**config.mk**
```make
export PLATFORM = sky130hd
export DESIGN_NAME = reg_write_arbiter
export DESIGN_NICKNAME = d
export VERILOG_FILES = /design/src/rtl/reg_write_arbiter.sv
export SDC_FILE = /design/constraint.sdc
export NUM_CORES = 1
export LEC_CHECK = 0
export ABC_CLOCK_PERIOD_IN_PS = 2650
export BUFFER_PORTS_ARGS = -buffer_cell sky130_fd_sc_hd__buf_2
export CORE_ASPECT_RATIO = 0.75
export CORE_UTILIZATION = 43
export DETAILED_ROUTE_END_ITERATION = 12
export PLACE_DENSITY = 0.81
export SYNTH_ARGS = -nofsm -noshare
export SYNTH_HDL_FRONTEND = slang
export SYNTH_SLANG_ARGS = --single-unit
```
**constraint.sdc**
```tcl
create_clock -name CLK -period 2.65 [get_ports CLK]
set_input_delay 0.265 -clock CLK [delete_from_list [all_inputs] [get_ports CLK]]
set_output_delay 0.265 -clock CLK [all_outputs]
set_load 0.01 [all_outputs]
```
**src/rtl/reg_write_arbiter.sv**
```systemverilog
// Round-robin arbiter for the single write port of the general register bank.
// One registered grant per cycle, with optional per-requester lock bounded by LOCK_MAX.
module reg_write_arbiter #(
    parameter int N_REQ        = 4,
    parameter int DATA_W       = 32,
    parameter int ADDR_W       = 5,
    parameter int LOCK_MAX     = 4,
    parameter int ZERO_DISCARD = 1
) (
    input  logic                      CLK,
    input  logic                      RST_N,
    input  logic [N_REQ-1:0]          REQ,
    input  logic [N_REQ-1:0]          REQ_LOCK,
    input  logic [N_REQ*ADDR_W-1:0]   REQ_ADDR,
    input  logic [N_REQ*DATA_W-1:0]   REQ_DATA,
    input  logic                      STALL,
    output logic [N_REQ-1:0]          GNT,
    output logic                      WE,
    output logic [ADDR_W-1:0]         WADDR,
    output logic [DATA_W-1:0]         WDATA,
    output logic                      BUSY
);

    localparam int PTR_W = (N_REQ > 1) ? $clog2(N_REQ) : 1;

    logic [PTR_W-1:0]  ptr, ptr_next, win, idx;
    logic [3:0]        lcnt, lcnt_next;
    logic              found, grant, busy_next, we_next;
    logic [N_REQ-1:0]  gnt_next;
    logic [ADDR_W-1:0] win_addr;
    logic [DATA_W-1:0] win_data;

    // Priority scan starting at ptr, wrapping modulo N_REQ.
    always_comb begin
        found = 1'b0;
        win   = '0;
        idx   = '0;
        for (int k = 0; k < N_REQ; k++) begin
            idx = PTR_W'((int'(ptr) + k) % N_REQ);
            if (!found && REQ[idx]) begin
                found = 1'b1;
                win   = idx;
            end
        end
    end

    always_comb begin
        win_addr = '0;
        win_data = '0;
        for (int k = 0; k < N_REQ; k++) begin
            if (PTR_W'(k) == win) begin
                win_addr = REQ_ADDR[k*ADDR_W +: ADDR_W];
                win_data = REQ_DATA[k*DATA_W +: DATA_W];
            end
        end
    end

    always_comb begin
        grant     = found && !STALL;
        gnt_next  = '0;
        ptr_next  = ptr;
        lcnt_next = '0;
        we_next   = 1'b0;
        busy_next = (|REQ) && (STALL || ($countones(REQ) > 1));
        if (grant) begin
            gnt_next[win] = 1'b1;
            we_next       = !((ZERO_DISCARD != 0) && (win_addr == '0));
            // A locked requester keeps the pointer until it has used LOCK_MAX grants.
            if (REQ_LOCK[win] && (lcnt < 4'(LOCK_MAX - 1))) begin
                ptr_next  = win;
                lcnt_next = lcnt + 4'd1;
            end else begin
                ptr_next  = (win == PTR_W'(N_REQ - 1)) ? '0 : win + PTR_W'(1);
                lcnt_next = '0;
            end
        end
    end

    always_ff @(posedge CLK) begin
        if (!RST_N) begin
            GNT   <= '0;
            WE    <= 1'b0;
            WADDR <= '0;
            WDATA <= '0;
            BUSY  <= 1'b0;
            ptr   <= '0;
            lcnt  <= '0;
        end else begin
            GNT  <= gnt_next;
            WE   <= we_next;
            BUSY <= busy_next;
            ptr  <= ptr_next;
            lcnt <= lcnt_next;
            if (grant) begin
                WADDR <= win_addr;
                WDATA <= win_data;
            end
        end
    end

endmodule

```
# Word-level counts from Yosys, hierarchy flattened
# Index checks and enable logic that the tools add are counted.
# op_classes
n_addsub	8
order_cmp	8
n_eq_ne	4
muxes	30
n_reduce_logical	18
# op_table
cell	n
32-bit two-way mux	4
5-bit two-way mux	4
2-bit by 3-bit less-than comparator with 1-bit output (second input constant)	5
2-bit two-way mux	6
1-bit binary-select mux with 2-bit select	5
1-bit two-way mux	10
1-bit logical AND	7
1-bit zero test	5
5-bit zero test	1
1-bit by 1-bit adder with 2-bit output	2
2-bit by 1-bit adder with 2-bit output (second input constant)	2
2-bit adder (second input constant)	2
4-bit by 1-bit adder with 4-bit output (second input constant)	1
2-bit == test (first input constant)	2
4-bit by 2-bit less-than comparator with 1-bit output (second input constant)	1
4-bit OR reduction	1
2-bit by 2-bit adder with 3-bit output	1
3-bit by 1-bit greater-than comparator with 1-bit output (second input constant)	1
3-bit AND reduction	1
1-bit demux with 2-bit select	1
1-bit by 2-bit == test with 1-bit output (first input constant)	1
2-bit == test (second input constant)	1
2-bit by 1-bit >= comparator with 1-bit output (second input constant)	1
2-bit zero test	1
2 further kinds	2
# word_totals
reg_bits	49
in_bits	159
out_inout_bits	43
elab_cells	75

# Depth between registers and ports, before layout
# Gate-level depths: netlist of the first run.
# logic_depth
ltp_word	19
ltp_mapped	13

# Worst setup path after synthesis of the first run
# Ideal clock, no wire load.
# synth_path
kind	flip-flop to flip-flop
startpoint	register ptr[0]
endpoint	register WDATA[19]
setup_ns	0.065
arrival_time_ns	2.148
required_ns	2.585
setup_slack_ns	0.437
path_stages_with_launch	13
path_buffers	2
path_cell_list	dfxtp_1 -> nor2b_4 -> o21a_1 -> nor3_2 -> ha_1 -> clkbuf_1 -> clkbuf_1 -> nand2_1 -> a21oi_1 -> a21oi_1 -> o211ai_1 -> o21ai_1 -> nor2_1
# synth_via
elab_chain_cells	17
word_cells_on_any_way	34
cone_classes	add/sub: 3; eq/ne: 3; mux: 20; reduce/logical: 8
# synth_rtl
item	line_no	text
start, declared	26	logic [PTR_W-1:0] ptr, ptr_next, win, idx;
start signal, assigned	92	ptr <= ptr_next;
branches (longest 17 deep; another with 2-bit by 1-bit adder with 2-bit output)	-	
end signal, assigned	96	WDATA <= win_data;
end, declared	20	output logic [DATA_W-1:0] WDATA,
# Parallel ways; which one is timed is not known. The select of a mux whose other input is x is not followed.
# A chain may end at the register's enable or synchronous reset.

# Worst setup path in the final report of the first run
# layout_path
startpoint	register ptr[1]
endpoint	register WDATA[1]
# Same word-level chain as after synthesis.

==> impl_metrics.py, run 1 <==
metrics = {
    "timing": {
        "final.min_clock_period_ns": 2.40,
        "smallest_hold_slack_ns": 0.289,
        "timing_worst_slew_pin_value_ns": 0.633,
        "setup_viol": 0,
        "slew_headroom_pct": 57.7,
        "clock.fmax_ghz": 0.417,
        "min_period_over_period_pct": 90.5,
        "setup_tns_ns": 0,
        "setup_repair_after_global_routing_missed_its_margin": "no",
        "slew_viol_final": 0,
        "hold_viol": 0,
        "timing.clock.skew_ns": 0.00586,
    },
    "clock_tree": {
        "tritoncts.num_buffers": 5,
        "tritoncts": "yes",
        "cts.hold.buffers_added": 0,
        "insertion_delay_ns": 0.30,
        "clock-sinks": 49,
        "cts_root_buffer": "clkbuf_8",
        "h-tree-depth": 2,
        "cts.clk_slew.worst_paths_ns": 0.09,
        "buffer_depth_of_the_longest_clock_path": 2,
    },
    "placement": {
        "portBuffers": 201,
        "dpl.hpwl_mm": 7.22,
        "placer_congestion_estimate": 0.790,
    },
    "logic_synthesis": {
        "number_of_enable_flip_flop_cells_after_synthesis": 0,
        "yosysTopAreaCell": "dfxtp_1",
        "ys_seq_elements": 49,
        "netlist_instances": 443,
        "post_synth.cell_area_avg_um2": 7.04,
        "synth_top_flop_cell": "dfxtp_1",
        "ys_top_cells_by_area": "dfxtp_1 (31%), a21oi_1 (13%), nand2_1 (9.0%)",
        "synth_seq_area_share_pct": 31.5,
        "top_cell_types_by_occurrence_after_synthesis": "a21oi_1 (79), nand2_1 (75), dfxtp_1 (49)",
        "syn_area_um2": 3120,
        "post-synth-top-area-fraction_pct": 31.5,
        "synthArstFlopShare_pct": 0,
        "synth.yosys.warnings": 0,
        "post_synth_num_cell_types": 40,
        "synth.most_common_cell": "a21oi_1",
    },
    "grt": {
        "first_pass_grt_wire_length_mm": 14.5,
        "grt_max_degree": 47,
        "grt_antenna_before_repair": 0,
        "vias_in_the_first_global_route": 3279,
        "grt_util_all_layers_pct": 24.1,
        "gr-total-overflow": 0,
    },
    "critical_path": {
        "startpoint_type": "flop",
        "worstSetupPathType": "flop to flop",
        "required_arrival_time_at_the_worst_endpoint_ns": 2.82,
        "timing.rr.start": "ptr[1]",
        "worst_path_arrival_time_ns": 2.57,
        "end_kind": "flop",
        "timing.reg2reg.worst_path_depth": 11,
        "regToRegSetupSlack_ns": 0.25,
        "worst_r2r_endpoint": "WDATA[1]",
        "cp_max_fo": 28,
    },
    "detailed_routing": {
        "routed_wire_length_per_instance_um": 13.5,
        "final_antenna_net_count": 0,
        "number_of_drc_markers_after_the_initial_detailed_route_iteration": 176,
        "finalWirelength_mm": 9.73,
        "first_pass_iters": 6,
        "viasPerCell": 5.30,
        "vias": 3831,
        "remaining_drc_errors": 0,
    },
    "cells_and_area": {
        "area.growth.synth_to_final_pct": 39.2,
        "fraction_of_layout_cells_with_a_size_suffix_above_1_pct": 37.9,
        "antenna_cells_inserted": 0,
        "final_net_count": 790,
        "filler_cell_count": 615,
    },
    "floorplan": {
        "horizontal_die_dimension_um": 100,
        "initial_core_util_pct": 45.2,
        "pin_count": 202,
        "placement_rows": 26,
        "die_h_um": 75.7,
        "fp.dieArea_um2": 7600,
        "core-area_um2": 6900,
    },
    "worst_hold_path": {
        "hp-start": "RST_N",
        "hold_path.class": "primary input to flop",
        "worstHoldPathCells": 2,
        "min_to": "BUSY",
    },
    "pwr": {
        "power_density_nw_per_um2": 509,
        "power.ir.vdd_worst_uv": 272,
        "static-leakage-power_nw": 2.00,
    },
    "run_status": {
        "status": "finished, final reports clean",
    },
    "flow_run": {
        "max_cap_viol_count": 0,
    },
}
worst max-delay path by stage:
stage / endpoint / cells past startpoint / startpoint
after floorplan: WDATA[19] / 12 / ptr[0]
after global placement: WE / 12 / REQ[2]
after detailed placement: WE / 13 / REQ[2]
after CTS: WE / 11 / ptr[1]
after global routing: WE / 11 / ptr[1]
final: WDATA[1] / 11 / ptr[1]
layout make-up:
class,count,area (um2),area share (%)
clock buffer,6,72.6,1.67
clock inverter,2,10.0,0.231
inverter,6,22.5,0.519
multi-input combinational,349,1980,45.7
sequential,49,981,22.6
tap,98,123,2.82
timing repair buffer,213,1150,26.5
where the power goes:
part           internal [mW]  switching (mW)
Clock                  0.184           0.249
Sequential             0.807          0.0377
Combinational          0.423           0.511
Total                   1.41           0.797
worst max-delay path: stages, from the launching register on:
cell and delay (ns):
dfxtp_1 0.42, nand2_1 0.07, a311o_1 0.41, nand2_1 0.16, ha_2 0.29, buf_4 0.28
nand3b_1 0.14, a21oi_1 0.07, a21oi_1 0.14, o211ai_1 0.10, o21ai_1 0.11, nor2_1 0.05
repair_timing:
item | CTS | global route
endpoints found under the hold margin | 0 | 0
endpoints found under the setup margin | 0 | 9
setup buffers | 0 | 0
resized for setup | 0 | 5
placed cells by master (no fill, tap or decap), types with 2 or more instances in the layout:
master	n
buf_2	201
a21oi_1	77
nand2_1	75
dfxtp_1	49
nor2_1	43
nand3b_1	37
o21ai_1	33
o211ai_1	32
buf_4	7
inv_1	5
clkbuf_8	5
and3_1	4
buf_12	4
nor3_2	3
a21o_1	3
a211oi_1	3
ha_1	3
nor2b_1	2
o21a_1	2
nand2b_1	2
a21oi_2	2
nand3_1	2
a21boi_0	2
o21ai_0	2
a31oi_1	2
mux2i_1	2
ha_2	2
clkinv_2	2
conb_1	2
logic make-up after synthesis:
family                   synth area share [%]
buffers and inverters                    6.22
adder cells (fa/ha/maj)                  3.05
AO/OA/AOI/OAI                            30.8
multiplexers                            0.642
flip-flops                               31.5
other                                   0.120
AND/OR/NAND/NOR                          27.7
routing by layer:
layer | vias to the layer above | global-route usage [%] | wire [um]
met3 | 18 | 5.23 | 779
met4 | 0 | 7.09 | 162
li1 | 1914 | - | -
met5 | - | 0 | 0
met2 | 174 | 46.9 | 4870
met1 | 1725 | 26.7 | 3910
state kept, by name (all words and copies together), names as in the netlist:
signal,flops
BUSY,1
GNT,4
WADDR,5
WDATA,32
WE,1
lcnt,4
ptr,2
stage by stage:
step	std cells	setup WS, ns	util (%)	total power, mW	instance area [um2]
6_report	723	0.251	63.0	2.21	4340
5_1_grt	723	0.00628	63.0	2.37	4340
3_5_place_dp	715	0.144	61.4	1.78	4230
3_3_place_gp	715	0.316	61.4	1.75	4230
2_1_floorplan	444	0.437	-	1.44	3120
4_1_cts	723	0.193	62.6	2.22	4320
Note: power is estimated with default switching activity, not from simulation.
==> inputs of run 2 (changes only) <==
ABC_CLOCK_PERIOD_IN_PS = 2150   (was 2650)
CORE_UTILIZATION = 39   (was 43)
PLACE_DENSITY = 0.78   (was 0.81)
clock period = 2.15 ns   (was 2.65 ns; I/O delays follow)
==> impl_metrics.py, run 2 (synthesized netlist as in run 1, its figures left out) <==
metrics = {
    "detailed_routing": {
        "remaining_drc_errors": 0,
        "final_antenna_net_count": 0,
        "routed_wire_length_per_instance_um": 14.7,
        "vias": 4003,
        "viasPerCell": 5.30,
        "first_pass_iters": 4,
        "number_of_drc_markers_after_the_initial_detailed_route_iteration": 273,
        "finalWirelength_mm": 11.1,
    },
    "clock_tree": {
        "cts_root_buffer": "clkbuf_8",
        "h-tree-depth": 2,
        "cts.hold.buffers_added": 0,
        "tritoncts": "yes",
        "cts.clk_slew.worst_paths_ns": 0.09,
        "clock-sinks": 49,
        "buffer_depth_of_the_longest_clock_path": 2,
        "tritoncts.num_buffers": 5,
        "insertion_delay_ns": 0.30,
    },
    "pwr": {
        "power_frac_comb_pct": 47.5,
        "cellInternalPower_mw": 1.95,
        "static-leakage-power_nw": 2.20,
        "power.ir.vdd_worst_uv": 316,
        "share_of_total_power_consumed_by_net_switching_pct": 36.1,
        "report.power.total_mw": 3.05,
        "pwr-share-seq_pct": 34.2,
        "switchingPower_mw": 1.10,
        "power_density_nw_per_um2": 629,
        "power.share.clock_pct": 18.3,
    },
    "floorplan": {
        "fp.dieArea_um2": 8360,
        "die_h_um": 79.4,
        "horizontal_die_dimension_um": 105,
        "core-area_um2": 7530,
        "placement_rows": 27,
        "initial_core_util_pct": 41.4,
        "pin_count": 202,
    },
    "timing": {
        "timing_worst_slew_pin_value_ns": 0.658,
        "final.min_clock_period_ns": 2.14,
        "slew_viol_final": 0,
        "hold_viol": 0,
        "min_period_over_period_pct": 99.7,
        "setup_repair_after_global_routing_missed_its_margin": "yes",
        "setup_viol": 0,
        "clock.fmax_ghz": 0.467,
        "fin_ws_ns": 0.00656,
        "smallest_hold_slack_ns": 0.232,
        "slew_headroom_pct": 56.1,
        "timing.clock.skew_ns": 0.00274,
    },
    "worst_hold_path": {
        "hold_path.class": "primary input to flop",
    },
    "cells_and_area": {
        "largest_reg_flops": 32,
        "final_cell_mix": "buf_2 (202), nand2_1 (73), a21oi_1 (63)",
        "final_cells": 755,
        "filler_cell_count": 676,
        "multiInputGateArea_um2": 2090,
        "mostFrequentLayoutCell": "buf_2",
        "largest_register": "WDATA",
        "final_net_count": 819,
        "biggestRegsByFlops": "WDATA x32, WADDR x5",
        "fraction_of_layout_cells_with_a_size_suffix_above_1_pct": 44.0,
        "fin_area_um2": 4850,
        "area.growth.synth_to_final_pct": 55.5,
        "layout.area.seq_um2": 988,
        "antenna_cells_inserted": 0,
    },
    "placement": {
        "dpl.hpwl_mm": 7.67,
        "placer_congestion_estimate": 0.847,
        "post-place-ws_ns": -0.135,
        "dp.cells": 732,
        "portBuffers": 201,
        "dpl-instance-area_um2": 4400,
    },
    "run_status": {
        "status": "finished, final reports clean",
    },
    "critical_path": {
        "cp-startpoint": "ptr[0]",
        "worstSetupEndpoint": "WDATA[21]",
        "startpoint_type": "flop",
        "timing.rr.start": "ptr[0]",
        "required_arrival_time_at_the_worst_endpoint_ns": 2.32,
        "cp_max_fo": 10,
        "timing.reg2reg.worst_path_depth": 12,
        "regToRegSetupSlack_ns": 0.007,
        "worst_r2r_endpoint": "WDATA[21]",
        "worstSetupPathType": "flop to flop",
        "end_kind": "flop",
        "worst_path_arrival_time_ns": 2.32,
    },
    "grt": {
        "grt_util_all_layers_pct": 24.0,
        "grt_max_degree": 43,
        "first_pass_grt_wire_length_mm": 16.1,
        "grt_antenna_before_repair": 0,
        "vias_in_the_first_global_route": 3611,
        "gr-total-overflow": 0,
    },
    "flow_run": {
        "max_cap_viol_count": 0,
    },
}
run 2: cell count changes in the layout (fill, tap and decap cells not counted), sizes merged:
cell	change
buf	+26
clkinvlp	+3
clkbuf	+2
clkinv	-2
run 2: what timing repair did:
item                       in CTS  in global routing
buffers inserted                1                 11
pin swaps                       2                 19
gates resized for setup        12                 35
gates cloned                    0                  3
setup endpoints to repair      38                 38
run 2: layer usage:
metal / GRT usage (%) / part of all wire [%] / vias up / routed length [um]
li1: - / - / 1979 / -
met1: 27.9 / 41 / 1819 / 4550
met2: 43.9 / 50 / 188 / 5500
met3: 5.06 / 7.4 / 17 / 823
met4: 8.31 / 1.7 / 0 / 189
met5: 0 / 0 / - / 0
run 2: final cells by class:
class,count,area share (%)
clock buffer,5,1.42
timing repair buffer,242,31.5
tap,101,2.61
multi-input combinational,349,43.1
inverter,6,0.465
clock inverter,3,0.465
sequential,49,20.4
run 2: critical path: stages (launching register included):
cell and delay [ns]:
dfxtp_4 0.38, nor2b_4 0.04, a311o_1 0.36, nand2_2 0.16
ha_4 0.27, buf_6 0.13, clkbuf_16 0.13, nand3b_1 0.10
a21oi_1 0.07, a21oi_1 0.14, o211ai_1 0.09, o21ai_1 0.08
nor2_1 0.05
run 2: power groups by stage:
stage,sequential (mW),clock [mW],combinational [mW]
final,1.04,0.557,1.45
after global routing,1.05,0.625,1.58
after CTS,1.04,0.576,1.24
after detailed placement,1.06,0,1.20
after global placement,1.06,0,1.17
after floorplan,1.10,0,0.681
run 2: worst min-delay path by stage:
stage | startpoint | slack (ns) | cells past startpoint | to
after global placement | lcnt[0] | 0.43 | 1 | lcnt[0]
final | RST_N | 0.23 | 2 | BUSY
after CTS | RST_N | 0.23 | 2 | BUSY
after global routing | RST_N | 0.22 | 2 | BUSY
after floorplan | lcnt[0] | 0.41 | 1 | lcnt[0]
after detailed placement | lcnt[0] | 0.44 | 1 | lcnt[0]
run 2: through the flow:
stage               TNS, ns  utilization (%)
global route          -2.26             64.3
floorplan                 0                -
finish                    0             64.3
global placement    -0.0845             58.4
detailed placement    -1.56             58.4
CTS                       0             60.5
